--- config.mk ---
export PLATFORM = sky130hd
export DESIGN_NAME = pipe_stage_buf
export DESIGN_NICKNAME = d
export VERILOG_FILES = /design/src/rtl/pipe_stage_buf_pkg.sv /design/src/rtl/pipe_stage_buf_sat_counter.sv /design/src/rtl/pipe_stage_buf.sv
export SDC_FILE = /design/constraint.sdc
export NUM_CORES = 1
export LEC_CHECK = 0
export ABC_CLOCK_PERIOD_IN_PS = 5190
export CAP_MARGIN = 0
export CORE_ASPECT_RATIO = 0.6
export CORE_MARGIN = 2
export CORE_UTILIZATION = 55
export CTS_BUF_LIST = sky130_fd_sc_hd__clkbuf_2
export CTS_CLUSTER_SIZE = 25
export DETAILED_ROUTE_END_ITERATION = 8
export PLACE_DENSITY_LB_ADDON = 0.08
export RECOVER_POWER = 50
export SETUP_SLACK_MARGIN = 0.05
export SLEW_MARGIN = 30
export SYNTH_ARGS = -nofsm -noshare
export SYNTH_HDL_FRONTEND = slang
export SYNTH_SLANG_ARGS = --single-unit
--- constraint.sdc ---
create_clock -name clk -period 5.19 [get_ports clk]
set_clock_uncertainty 0.15 [all_clocks]
set_input_delay 0.7785 -clock clk [delete_from_list [all_inputs] [get_ports clk]]
set_output_delay 0.7785 -clock clk [all_outputs]
set_load 0.01 [all_outputs]
--- src/rtl/pipe_stage_buf_pkg.sv ---
// Shared types for the inter-stage pipeline buffers: FSM state encoding,
// per-stage payload layouts with their NOP (bubble) values, and pause vector indices.
package pipe_stage_buf_pkg;

    typedef enum logic [1:0] {
        EMPTY = 2'd0,
        FULL  = 2'd1,
        SKIDF = 2'd2
    } pipe_state_t;

    localparam int PAUSE_IF  = 0;
    localparam int PAUSE_ID  = 1;
    localparam int PAUSE_EX  = 2;
    localparam int PAUSE_MEM = 3;
    localparam int PAUSE_WB  = 4;

    typedef struct packed {
        logic [31:0] pc;
        logic [31:0] inst;
    } if_id_t;

    typedef struct packed {
        logic [2:0]  alusel;
        logic [7:0]  aluop;
        logic [31:0] reg1;
        logic [31:0] reg2;
        logic [4:0]  waddr;
        logic        wen;
        logic [31:0] inst;
        logic [31:0] pc;
        logic [14:0] rsvd;
    } id_ex_t;

    localparam if_id_t IF_ID_BUBBLE = '0;
    localparam id_ex_t ID_EX_BUBBLE = '0;

endpackage

--- src/rtl/pipe_stage_buf_sat_counter.sv ---
// Saturating up-counter with synchronous clear; clear wins over increment.
module sat_counter #(
    parameter int CNT_W = 32
) (
    input  logic             clk,
    input  logic             rst,
    input  logic             inc,
    input  logic             clr,
    output logic [CNT_W-1:0] count
);

    always_ff @(posedge clk) begin
        if (rst || clr) begin
            count <= '0;
        end else if (inc && (count != {CNT_W{1'b1}})) begin
            count <= count + 1'b1;
        end
    end

endmodule

--- src/rtl/pipe_stage_buf.sv ---
// Parametrised pipeline stage register with valid/ready handshake, global pause
// vector, flush, bubble insertion on drain, optional 2-entry skid and bubble counter.
module pipe_stage_buf
    import pipe_stage_buf_pkg::*;
#(
    parameter int                DATA_W  = 160,
    parameter int                PAUSE_W = 6,
    parameter int                STAGE   = 2,
    parameter logic [DATA_W-1:0] BUBBLE  = '0,
    parameter int                SKID    = 1,
    parameter int                CNT_W   = 32
) (
    input  logic               clk,
    input  logic               rst,
    input  logic [PAUSE_W-1:0] pause,
    input  logic               flush,
    input  logic               in_valid,
    output logic               in_ready,
    input  logic [DATA_W-1:0]  in_data,
    output logic               out_valid,
    input  logic               out_ready,
    output logic [DATA_W-1:0]  out_data,
    input  logic               cnt_clr,
    output logic [CNT_W-1:0]   bubble_cnt
);

    localparam logic [1:0] S_EMPTY = EMPTY;
    localparam logic [1:0] S_FULL  = FULL;
    localparam logic [1:0] S_SKIDF = SKIDF;

    // Handshake: a beat transfers on a side only when valid and ready are both
    // high at the rising edge and that side's stage is not paused.
    logic [1:0]        state;
    logic [DATA_W-1:0] main_q;
    logic [DATA_W-1:0] skid_q;
    logic              in_fire;
    logic              out_fire;
    logic              out_pause;
    logic              in_pause;

    assign in_pause  = pause[STAGE];
    assign out_pause = pause[STAGE+1];
    assign out_valid = (state != S_EMPTY);
    assign out_data  = main_q;

    generate
        if (SKID != 0) begin : g_skid
            // Decoded purely from the state flop: no path from out_ready/pause.
            assign in_ready = (state != S_SKIDF);
        end else begin : g_noskid
            assign in_ready = (state == S_EMPTY) | (out_ready & ~out_pause);
        end
    endgenerate

    assign in_fire  = in_valid & in_ready & ~in_pause;
    assign out_fire = out_valid & out_ready & ~out_pause;

    always_ff @(posedge clk) begin
        if (rst || flush) begin
            state  <= S_EMPTY;
            main_q <= BUBBLE;
            skid_q <= BUBBLE;
        end else begin
            case (state)
                S_EMPTY: begin
                    if (in_fire) begin
                        state  <= S_FULL;
                        main_q <= in_data;
                    end
                end
                S_FULL: begin
                    if (in_fire && out_fire) begin
                        main_q <= in_data;
                    end else if (in_fire) begin
                        state  <= S_SKIDF;
                        skid_q <= in_data;
                    end else if (out_fire) begin
                        state  <= S_EMPTY;
                        main_q <= BUBBLE;
                    end
                end
                S_SKIDF: begin
                    if (out_fire) begin
                        state  <= S_FULL;
                        main_q <= skid_q;
                        skid_q <= BUBBLE;
                    end
                end
                default: begin
                    state  <= S_EMPTY;
                    main_q <= BUBBLE;
                    skid_q <= BUBBLE;
                end
            endcase
        end
    end

    sat_counter #(
        .CNT_W (CNT_W)
    ) u_bubble_cnt (
        .clk   (clk),
        .rst   (rst),
        .inc   (~out_valid),
        .clr   (cnt_clr),
        .count (bubble_cnt)
    );

    a_bubble_when_empty : assert property (@(posedge clk) disable iff (rst)
        !out_valid |-> (out_data == BUBBLE));
    a_no_skid_state : assert property (@(posedge clk) disable iff (rst)
        (SKID == 0) |-> (state != S_SKIDF));

endmodule

==> impl_metrics.yaml, run 1 <==
status:
  outcome: "finished with violations"
  violations: "max-capacitance violations, max-slew violations"
global_routing:
  grt_pass1_wl_mm: 68.6
  grt.total_usage: 0.313
  grt_max_degree: 162
  antenna_found_initial: 10
  grt-ovfl-total: 0
  grt_pass1_vias: 13100
synthesis:
  syn_nets: 1835
  syn_inst: 1662
  synthTopCellsByCount: "354 x dfxtp_1, 181 x a21oi_1, 181 x nand2_1, 173 x nor2_1, 165 x nand3_1"
  yosysTopAreaCell: "dfxtp_1"
  async_reset_ff_frac: 0
  ys_seq_area_frac: 0.496
  yosys_warnings: 0
  synth_top_area_share: 0.496
  syn_avg_cell_area_um2: 8.60
  netlist_area_um2: 14300
  yosysMostFrequentCell: "dfxtp_1"
  synth_flop_cell: "dfxtp_1"
  synth_edf_count: 0
  synth_cell_types: 51
  ys_ff_latch: 354
  synthTopCellsByArea: "dfxtp_1 50%, a22o_1 9.8%, a22oi_1 8.4%"
placement:
  dp_hpwl_mm: 26.9
  gp_congestion: 0.861
  post-place-ws_ps: 1540
  port_buffers: 361
cts:
  holdBufCountCts: 0
  cts_buffers: 81
  htreeDepth: 3
  cts-root-buf: "clkbuf_2"
  clk_latency_ps: 910
  clk_pin_slew_worst_paths_ps: 120
  postCtsSetupBuffers: 0
  clock_sinks: 354
  cts.path.max_buffers: 3
  cts_tree: "done"
  cts_resized: 0
timing:
  max-slew-margin-rel: -0.718
  min_period_ps: 4320
  worst_pin_slew_ps: 2580
  post-route-period-util: 0.833
  final-hold-violation-count: 0
  rsz0062_at_grt: "no"
  tns_ps: 0
  setup_ws_ps: 869
  max_freq_mhz: 231
  finalSetupViolCount: 0
  maxSlewViolCount: 184
worst_setup_path:
  critPathMaxFanout: 72
  cp-end-kind: "flip-flop"
  cp_data_arrival_time_ps: 4860
  worstPathRequired_ps: 5730
  cp_slowest_stage_delay_ps: 1860
  critPathTopFamily: "buffers and inverters"
  worst_path_max_delay_cell: "or2_1"
  crit_buf_inv: 2
  cp_cell_sequence: "dlygate4sd3_1 > or2_1 > clkbuf_1 > nor2_1"
  start_kind: "input pin"
  path_class: "input pin to flip-flop"
floorplan:
  die_y_um: 129
  coreArea_um2: 25400
  initial_core_util: 0.563
  rows: 45
  die_width_um: 212
  pin_count: 366
  die_area_um2: 27300
detailed_routing:
  firstDrtPassIters: 6
  wire_per_inst_um: 18.7
  via_count: 14200
  viasPerCell: 5.95
  drt_wl_total_mm: 44.4
  drt_iter0_drc: 1239
  remaining_drc_errors: 0
  drtAntennaViolNets: 0
flow_run:
  drv_cap: 4
final_layout:
  finalNetCount: 2129
  final_layout_size_suffix_gt1_frac: 0.0777
  fillers: 1975
  area_growth_pct: 30.4
hold_path:
  hp-class: "input pin to flip-flop"
power:
  leakagePower_nw: 6.74
  ir_worst_vdd_mv: 0.217
  p_per_area_nw_per_um2: 274
## cells in the final DEF, fill, tap and decap left out, types with 22 or more instances in the layout
cell type / Yosys / layout
clkdlybuf4s50_1: 0 / 339
dfxtp_1: 354 / 354
a21oi_1: 181 / 180
a22o_1: 160 / 160
nor2_1: 173 / 173
a22oi_1: 160 / 160
nand3_1: 165 / 165
clkbuf_2: 0 / 128
nand2_1: 181 / 181
dlygate4sd3_1: 0 / 22
## flip-flops by register name, indices dropped and copies added (netlist names)
name / cells
out_data: 160
u_bubble_cnt.count: 32
state: 2
skid_q: 160
## stage by stage
step           std cells  hold WS (ps)  total power [mW]  instance area, um^2   util
2_1_floorplan       1662           282              3.12                14300      -
3_3_place_gp        2225           288              3.40                18000  0.707
3_5_place_dp        2225           293              3.41                18000  0.707
4_1_cts             2372           218              5.13                18700  0.735
5_1_grt             2375           233              5.34                18600  0.734
6_report            2380           297              5.10                18600  0.734
## layout make-up
cell class              instances  area [um^2]  area share
well taps                     352          440      0.0236
repair buffers                380         3820       0.205
diodes                          8         20.0     0.00107
clock buffers                 127          636      0.0341
flip-flops and latches        354         7090       0.380
clock inverters                20         75.1     0.00403
inverters                       5         18.8     0.00101
multi-input cells            1134         6550       0.351
## power by group
group / switching [mW] / internal [mW] / total [mW] / leakage (nW)
registers: 0.0201 / 2.75 / 2.77 / 2.86
logic: 0.298 / 0.282 / 0.581 / 3.31
clock network: 1.11 / 0.640 / 1.75 / 0.564
## kinds of logic (layout without fill, tap and decap cells)
kind of cell,Yosys count,in the layout,synth area share
buf+inv,174,532,0.0491
flops,354,354,0.496
compound gates,543,543,0.267
other cells,0,8,0
fa+ha+maj,1,1,0.000875
simple gates,584,584,0.184
xor+xnor,6,6,0.00368
## final timing paths
| path | startpoint | to | slack, ps | cells after the start |
|---|---|---|---|---|
| max reg2reg | u_bubble_cnt.count[25] | u_bubble_cnt.count[8] | 1400 | 5 |
| min reg2reg | skid_q[75] | skid_q[75] | 300 | 2 |
| min | in_data[4] | skid_q[4] | 300 | 3 |
| max | rst | out_data[137] | 870 | 4 |
## worst min-delay path, cell delays in order
cell and delay, ps:
clkdlybuf4s50_1 420, nand3_1 80, a21oi_1 60
## routing by layer
layer  wire length (um)  global-route usage  part of all wire
met3               4630               0.115              0.10
met4               1820               0.152             0.041
met2              19900               0.476              0.45
met5                 27                   0           0.00061
met1              18000               0.395              0.41
(Power assumes the default switching activity.)
==> inputs of run 2 (changes only) <==
--- a/config.mk
+++ b/config.mk
@@ -5,11 +5,11 @@
 export SDC_FILE = /design/constraint.sdc
 export NUM_CORES = 1
 export LEC_CHECK = 0
-export ABC_CLOCK_PERIOD_IN_PS = 5190
+export ABC_CLOCK_PERIOD_IN_PS = 4000
 export CAP_MARGIN = 0
 export CORE_ASPECT_RATIO = 0.6
 export CORE_MARGIN = 2
-export CORE_UTILIZATION = 55
+export CORE_UTILIZATION = 51
 export CTS_BUF_LIST = sky130_fd_sc_hd__clkbuf_2
 export CTS_CLUSTER_SIZE = 25
 export DETAILED_ROUTE_END_ITERATION = 8
==> constraint.sdc (replaced) <==
create_clock -name clk -period 4 [get_ports clk]
set_clock_uncertainty 0.15 [all_clocks]
set_input_delay 0.6 -clock clk [delete_from_list [all_inputs] [get_ports clk]]
set_output_delay 0.6 -clock clk [all_outputs]
set_load 0.01 [all_outputs]
==> run 2 against run 1 <==
The flow still finishes with violations (max-capacitance violations, max-slew violations). Highest routed layer unchanged. First-iteration DRC count rose by 11%. Final area up 3.0%. Die area increased by 7.6%. Critical path type is now flip-flop to flip-flop. Global-route usage decreased by 1.9 points. Critical path depth stayed put. Sequential share of layout area down 1.1 points. Register-to-register slack worse by 990 ps. Cell count rose by 2.4%. Core utilization is 3.8 points lower. Critical endpoint is now skid_q[24]. Sequential cell count did not move. Via count is 0.64% higher. Non-clock buffer count rose by 56.
==> impl_metrics.yaml, run 2 (synthesis gave the netlist of run 1 again) <==
worst_setup_path:
  worstPathRequired_ps: 4730
  path_class: "flip-flop to flip-flop"
  cp_data_arrival_time_ps: 4330
  cp-end-kind: "flip-flop"
  r2r_cells: 4
  ff2ff_setup_slack_ps: 410
  rr_startpoint: "state[1]"
  start_kind: "flip-flop"
  critPathMaxFanout: 55
  r2r-end: "skid_q[24]"
detailed_routing:
  drt_wl_total_mm: 45.5
  firstDrtPassIters: 6
  viasPerCell: 5.85
  wire_per_inst_um: 18.7
  drt_iter0_drc: 1381
  drtAntennaViolNets: 0
  via_count: 14300
  remaining_drc_errors: 0
power:
  power.switching_mw: 1.85
  p_per_area_nw_per_um2: 344
  clkPwrFrac: 0.335
  pwr-share-seq: 0.543
  power.internal_mw: 4.76
  switching_share: 0.279
  ir_worst_vdd_mv: 0.207
  leakagePower_nw: 7.08
  combPwrFrac: 0.122
hold_path:
  hold-path-cell-count: 3
  hp-class: "input pin to flip-flop"
  hold_end: "skid_q[155]"
  hold_start: "in_data[155]"
placement:
  port_buffers: 361
  placed_cell_area_um2: 18000
  dp_hpwl_mm: 26.9
  gp_congestion: 0.834
  place.detailed.instances: 2241
final_layout:
  finalNetCount: 2186
  fillers: 2209
  final_core_util: 0.696
  most-common-layout-cells: "354 x dfxtp_1, 304 x clkdlybuf4s50_1, 181 x nand2_1"
  area_growth_pct: 34.3
  final_layout_size_suffix_gt1_frac: 0.0746
  design_area_um2: 19200
  final_cells: 2437
  mostFrequentLayoutCell: "dfxtp_1"
timing:
  final-hold-violation-count: 0
  max-slew-margin-rel: -0.459
  rsz0062_at_grt: "no"
  max_freq_mhz: 278
  maxSlewViolCount: 271
  tns_ps: 0
  finalSetupViolCount: 0
  post-route-period-util: 0.898
  worst_pin_slew_ps: 2190
  hold-worst-slack_ps: 101
  min_period_ps: 3590
flow_run:
  drv_cap: 4
status:
  outcome: "finished with violations"
  violations: "max-capacitance violations, max-slew violations"
floorplan:
  die_width_um: 220
  die_area_um2: 29400
  coreArea_um2: 27600
  pin_count: 366
  die_y_um: 134
  initial_core_util: 0.518
  rows: 47
global_routing:
  antenna_found_initial: 8
  grt_max_degree: 162
  grt_pass1_wl_mm: 69.8
  grt.total_usage: 0.294
  grt-ovfl-total: 0
  grt_pass1_vias: 13300
cts:
  clock_sinks: 354
  clk_pin_slew_worst_paths_ps: 110
  cts-root-buf: "clkbuf_2"
  cts.path.max_buffers: 3
  postCtsSetupBuffers: 0
  clk_latency_ps: 940
  cts_buffers: 82
  cts_tree: "done"
  htreeDepth: 3
## run 2: changes by cell type in the layout (fill, tap and decap cells not counted), moves of 2 or more
cell | previous run | this run
nor2b_4 | 2 | 0
buf_12 | 6 | 9
clkbuf_2 | 128 | 124
clkinv_1 | 18 | 9
buf_4 | 10 | 7
clkdlybuf4s50_1 | 339 | 304
dlygate4sd3_1 | 22 | 112
nor2b_1 | 2 | 4
## run 2: final cells by class
class | count | area [um^2] | area share
antenna | 7 | 17.5 | 0.000912
clock buffer | 123 | 616 | 0.0321
clock inverter | 11 | 42.5 | 0.00222
inverter | 5 | 18.8 | 0.000978
multi-input combinational | 1134 | 6540 | 0.341
sequential | 354 | 7090 | 0.369
tap | 367 | 459 | 0.0239
timing repair buffer | 436 | 4420 | 0.230
## run 2: worst max-delay path by stage
| stage | to | startpoint | depth (start not counted) |
|---|---|---|---|
| global placement | skid_q[60] | out_ready | 6 |
| floorplan | skid_q[129] | out_ready | 9 |
| CTS | out_valid | state[1] | 3 |
| finish | skid_q[24] | state[1] | 4 |
| detailed placement | skid_q[76] | out_ready | 6 |
| global route | skid_q[36] | state[1] | 4 |
## run 2: power groups by stage
stage	combinational, mW	sequential (mW)	clock (mW)
2_1_floorplan	0.367	3.69	0
3_3_place_gp	0.754	3.67	0
3_5_place_dp	0.759	3.67	0
4_1_cts	0.810	3.59	2.26
5_1_grt	0.865	3.60	2.43
6_report	0.807	3.59	2.21
## run 2: timing repair
action	in CTS	in global routing
hold buffers	55	0
resized for setup	0	0
endpoints found under the hold margin	55	0
## run 2: worst max-delay path: stages (launching register included)
cell	delay [ps]
dfxtp_1	720
o22a_4	720
clkbuf_1	1460
nand3_1	230
a21oi_1	230
## run 2: routing by layer
metal / vias up / global-route usage / routed length [um]
met5: - / 0 / 33
met4: 4 / 0.115 / 1290
met3: 92 / 0.0984 / 4030
met2: 579 / 0.450 / 20700
met1: 6829 / 0.384 / 19500
li1: 6756 / - / -
## run 2: metrics by stage
step	total power, mW	setup WS (ps)
after global routing	6.89	225
final	6.61	408
after CTS	6.67	322
after detailed placement	4.43	727
after floorplan	4.05	1780
after global placement	4.42	751
==> inputs of run 3 (changes only) <==
--- a/config.mk
+++ b/config.mk
@@ -5,11 +5,12 @@
 export SDC_FILE = /design/constraint.sdc
 export NUM_CORES = 1
 export LEC_CHECK = 0
+export ABC_AREA = 1
 export ABC_CLOCK_PERIOD_IN_PS = 4000
 export CAP_MARGIN = 0
 export CORE_ASPECT_RATIO = 0.6
 export CORE_MARGIN = 2
-export CORE_UTILIZATION = 51
+export CORE_UTILIZATION = 53
 export CTS_BUF_LIST = sky130_fd_sc_hd__clkbuf_2
 export CTS_CLUSTER_SIZE = 25
 export DETAILED_ROUTE_END_ITERATION = 8
==> run 3 against run 2 <==
The flow still finishes with violations (max-capacitance violations, max-slew violations). Sequential share of layout area down 3.2 points. Final area up 9.5%. Core utilization down 1.9 points. Global-route usage up 0.61 points. Total power up 2.0%. Via count up 22%. First-iteration DRC count up 1.8%. Largest cell class is now multi-input combinational cells. Highest routed layer unchanged.
==> impl_metrics.yaml, run 3 <==
status:
  outcome: "finished with violations"
  violations: "max-capacitance violations, max-slew violations"
synthesis:
  synth_cell_types: 27
  synth_top_area_share: 0.426
  netlist_area_um2: 16600
  yosys_warnings: 0
  yosysTopAreaCell: "dfxtp_1"
  syn_nets: 2798
  syn_avg_cell_area_um2: 6.34
  synthTopCellsByArea: "dfxtp_1 43%, nand2_1 20%, nor2_1 7.8%"
  ys_ff_latch: 354
  ys_seq_area_frac: 0.426
  synthTopCellsByCount: "875 x nand2_1, 354 x dfxtp_1, 347 x nor2_1, 307 x inv_1, 228 x a21oi_1"
  async_reset_ff_frac: 0
  synth_flop_cell: "dfxtp_1"
  syn_inst: 2625
  yosysMostFrequentCell: "nand2_1"
  synth_edf_count: 0
flow_run:
  drv_cap: 2
detailed_routing:
  remaining_drc_errors: 0
  drtAntennaViolNets: 0
  drt_wl_total_mm: 51.1
  via_count: 17400
  wire_per_inst_um: 15.0
  viasPerCell: 5.10
  drt_iter0_drc: 1406
  firstDrtPassIters: 6
placement:
  place.detailed.instances: 3256
  dp_hpwl_mm: 32.1
  gp_congestion: 0.886
  port_buffers: 361
final_layout:
  final_cells: 3407
  finalNetCount: 3098
  final_layout_size_suffix_gt1_frac: 0.0559
  mostFrequentLayoutCell: "nand2_1"
  area_growth_pct: 26.3
  most-common-layout-cells: "874 x nand2_1, 354 x dfxtp_1, 349 x nor2_1"
timing:
  worst_pin_slew_ps: 2330
  final-hold-violation-count: 0
  min_period_ps: 3440
  finalSetupViolCount: 0
  max_freq_mhz: 291
  tns_ps: 0
  max-slew-margin-rel: -0.556
  rsz0062_at_grt: "no"
  post-route-period-util: 0.860
  maxSlewViolCount: 207
cts:
  clock_sinks: 354
  clk_pin_slew_worst_paths_ps: 120
  cts_buffers: 83
  cts.path.max_buffers: 3
  clk_latency_ps: 960
  holdBufCountCts: 0
  cts-root-buf: "clkbuf_2"
  cts_resized: 0
  postCtsSetupBuffers: 0
  htreeDepth: 3
  cts_tree: "done"
worst_setup_path:
  ff2ff_setup_slack_ps: 560
  cp-end-kind: "flip-flop"
  critPathMaxFanout: 45
  cp_data_arrival_time_ps: 4170
  path_class: "flip-flop to flip-flop"
  worstPathRequired_ps: 4730
  start_kind: "flip-flop"
global_routing:
  grt_pass1_vias: 15900
  grt.total_usage: 0.300
  grt-ovfl-total: 0
  antenna_found_initial: 8
  grt_max_degree: 161
  grt_pass1_wl_mm: 80.1
floorplan:
  pin_count: 366
  die_y_um: 141
  initial_core_util: 0.536
  coreArea_um2: 31000
  rows: 50
  die_width_um: 233
  die_area_um2: 32900
hold_path:
  hp-class: "input pin to flip-flop"
power:
  leakagePower_nw: 9.37
  ir_worst_vdd_mv: 0.243
  p_per_area_nw_per_um2: 321
run 3: where the power goes:
group	internal, mW	total [mW]	switching, mW
logic	0.358	0.835	0.477
clock network	0.839	2.29	1.46
registers	3.58	3.61	0.0330
run 3: cells by family (layout without fill, tap and decap cells):
logic type / after synthesis / after routing / share of synthesized area
flops: 354 / 354 / 0.426
other cells: 0 / 6 / 0
simple gates: 1303 / 1303 / 0.305
fa+ha+maj: 1 / 1 / 0.000752
buf+inv: 485 / 845 / 0.119
compound gates: 467 / 467 / 0.142
xor+xnor: 15 / 15 / 0.00789
run 3: path summary, 6_finish.rpt:
kind,startpoint,endpoint,depth (start not counted)
max,state[0],out_data[140],8
min,in_data[135],out_data[135],5
max reg2reg,state[0],out_data[140],8
min reg2reg,out_data[140],out_data[140],2
run 3: through the flow:
| stage | setup WS, ps | cell area, um^2 | hold slack (ps) | total power, mW | utilization |
|---|---|---|---|---|---|
| after global routing | 299 | 21000 | 93.4 | 7.07 | 0.677 |
| after floorplan | 1850 | 16600 | 290 | 4.14 | - |
| after global placement | 826 | 20400 | 298 | 4.52 | 0.656 |
| after CTS | 653 | 21100 | 57.1 | 6.81 | 0.679 |
| final | 558 | 21000 | 171 | 6.74 | 0.677 |
| after detailed placement | 787 | 20400 | 302 | 4.54 | 0.656 |
run 3: metal layers:
metal,GRT usage,part of all wire
met5,0,0.00029
met4,0.108,0.025
met3,0.0713,0.086
met2,0.479,0.45
met1,0.398,0.44
run 3: cell type report:
| cell class | instances | area [um^2] |
|---|---|---|
| diodes | 6 | 15.0 |
| clock buffers | 129 | 646 |
| clock inverters | 16 | 61.3 |
| fillers | 2833 | 10000 |
| inverters | 314 | 1190 |
| multi-input cells | 1786 | 7590 |
| flip-flops and latches | 354 | 7090 |
| well taps | 416 | 520 |
| repair buffers | 386 | 3910 |
run 3: worst max-delay path, stage by stage, from the launching register on:
cell and delay (ps):
dfxtp_1 370, inv_1 180, nand2_4 280, inv_1 150
clkbuf_1 1670, nand2_1 160, nand2_1 160, nand2_1 100
a21oi_1 140
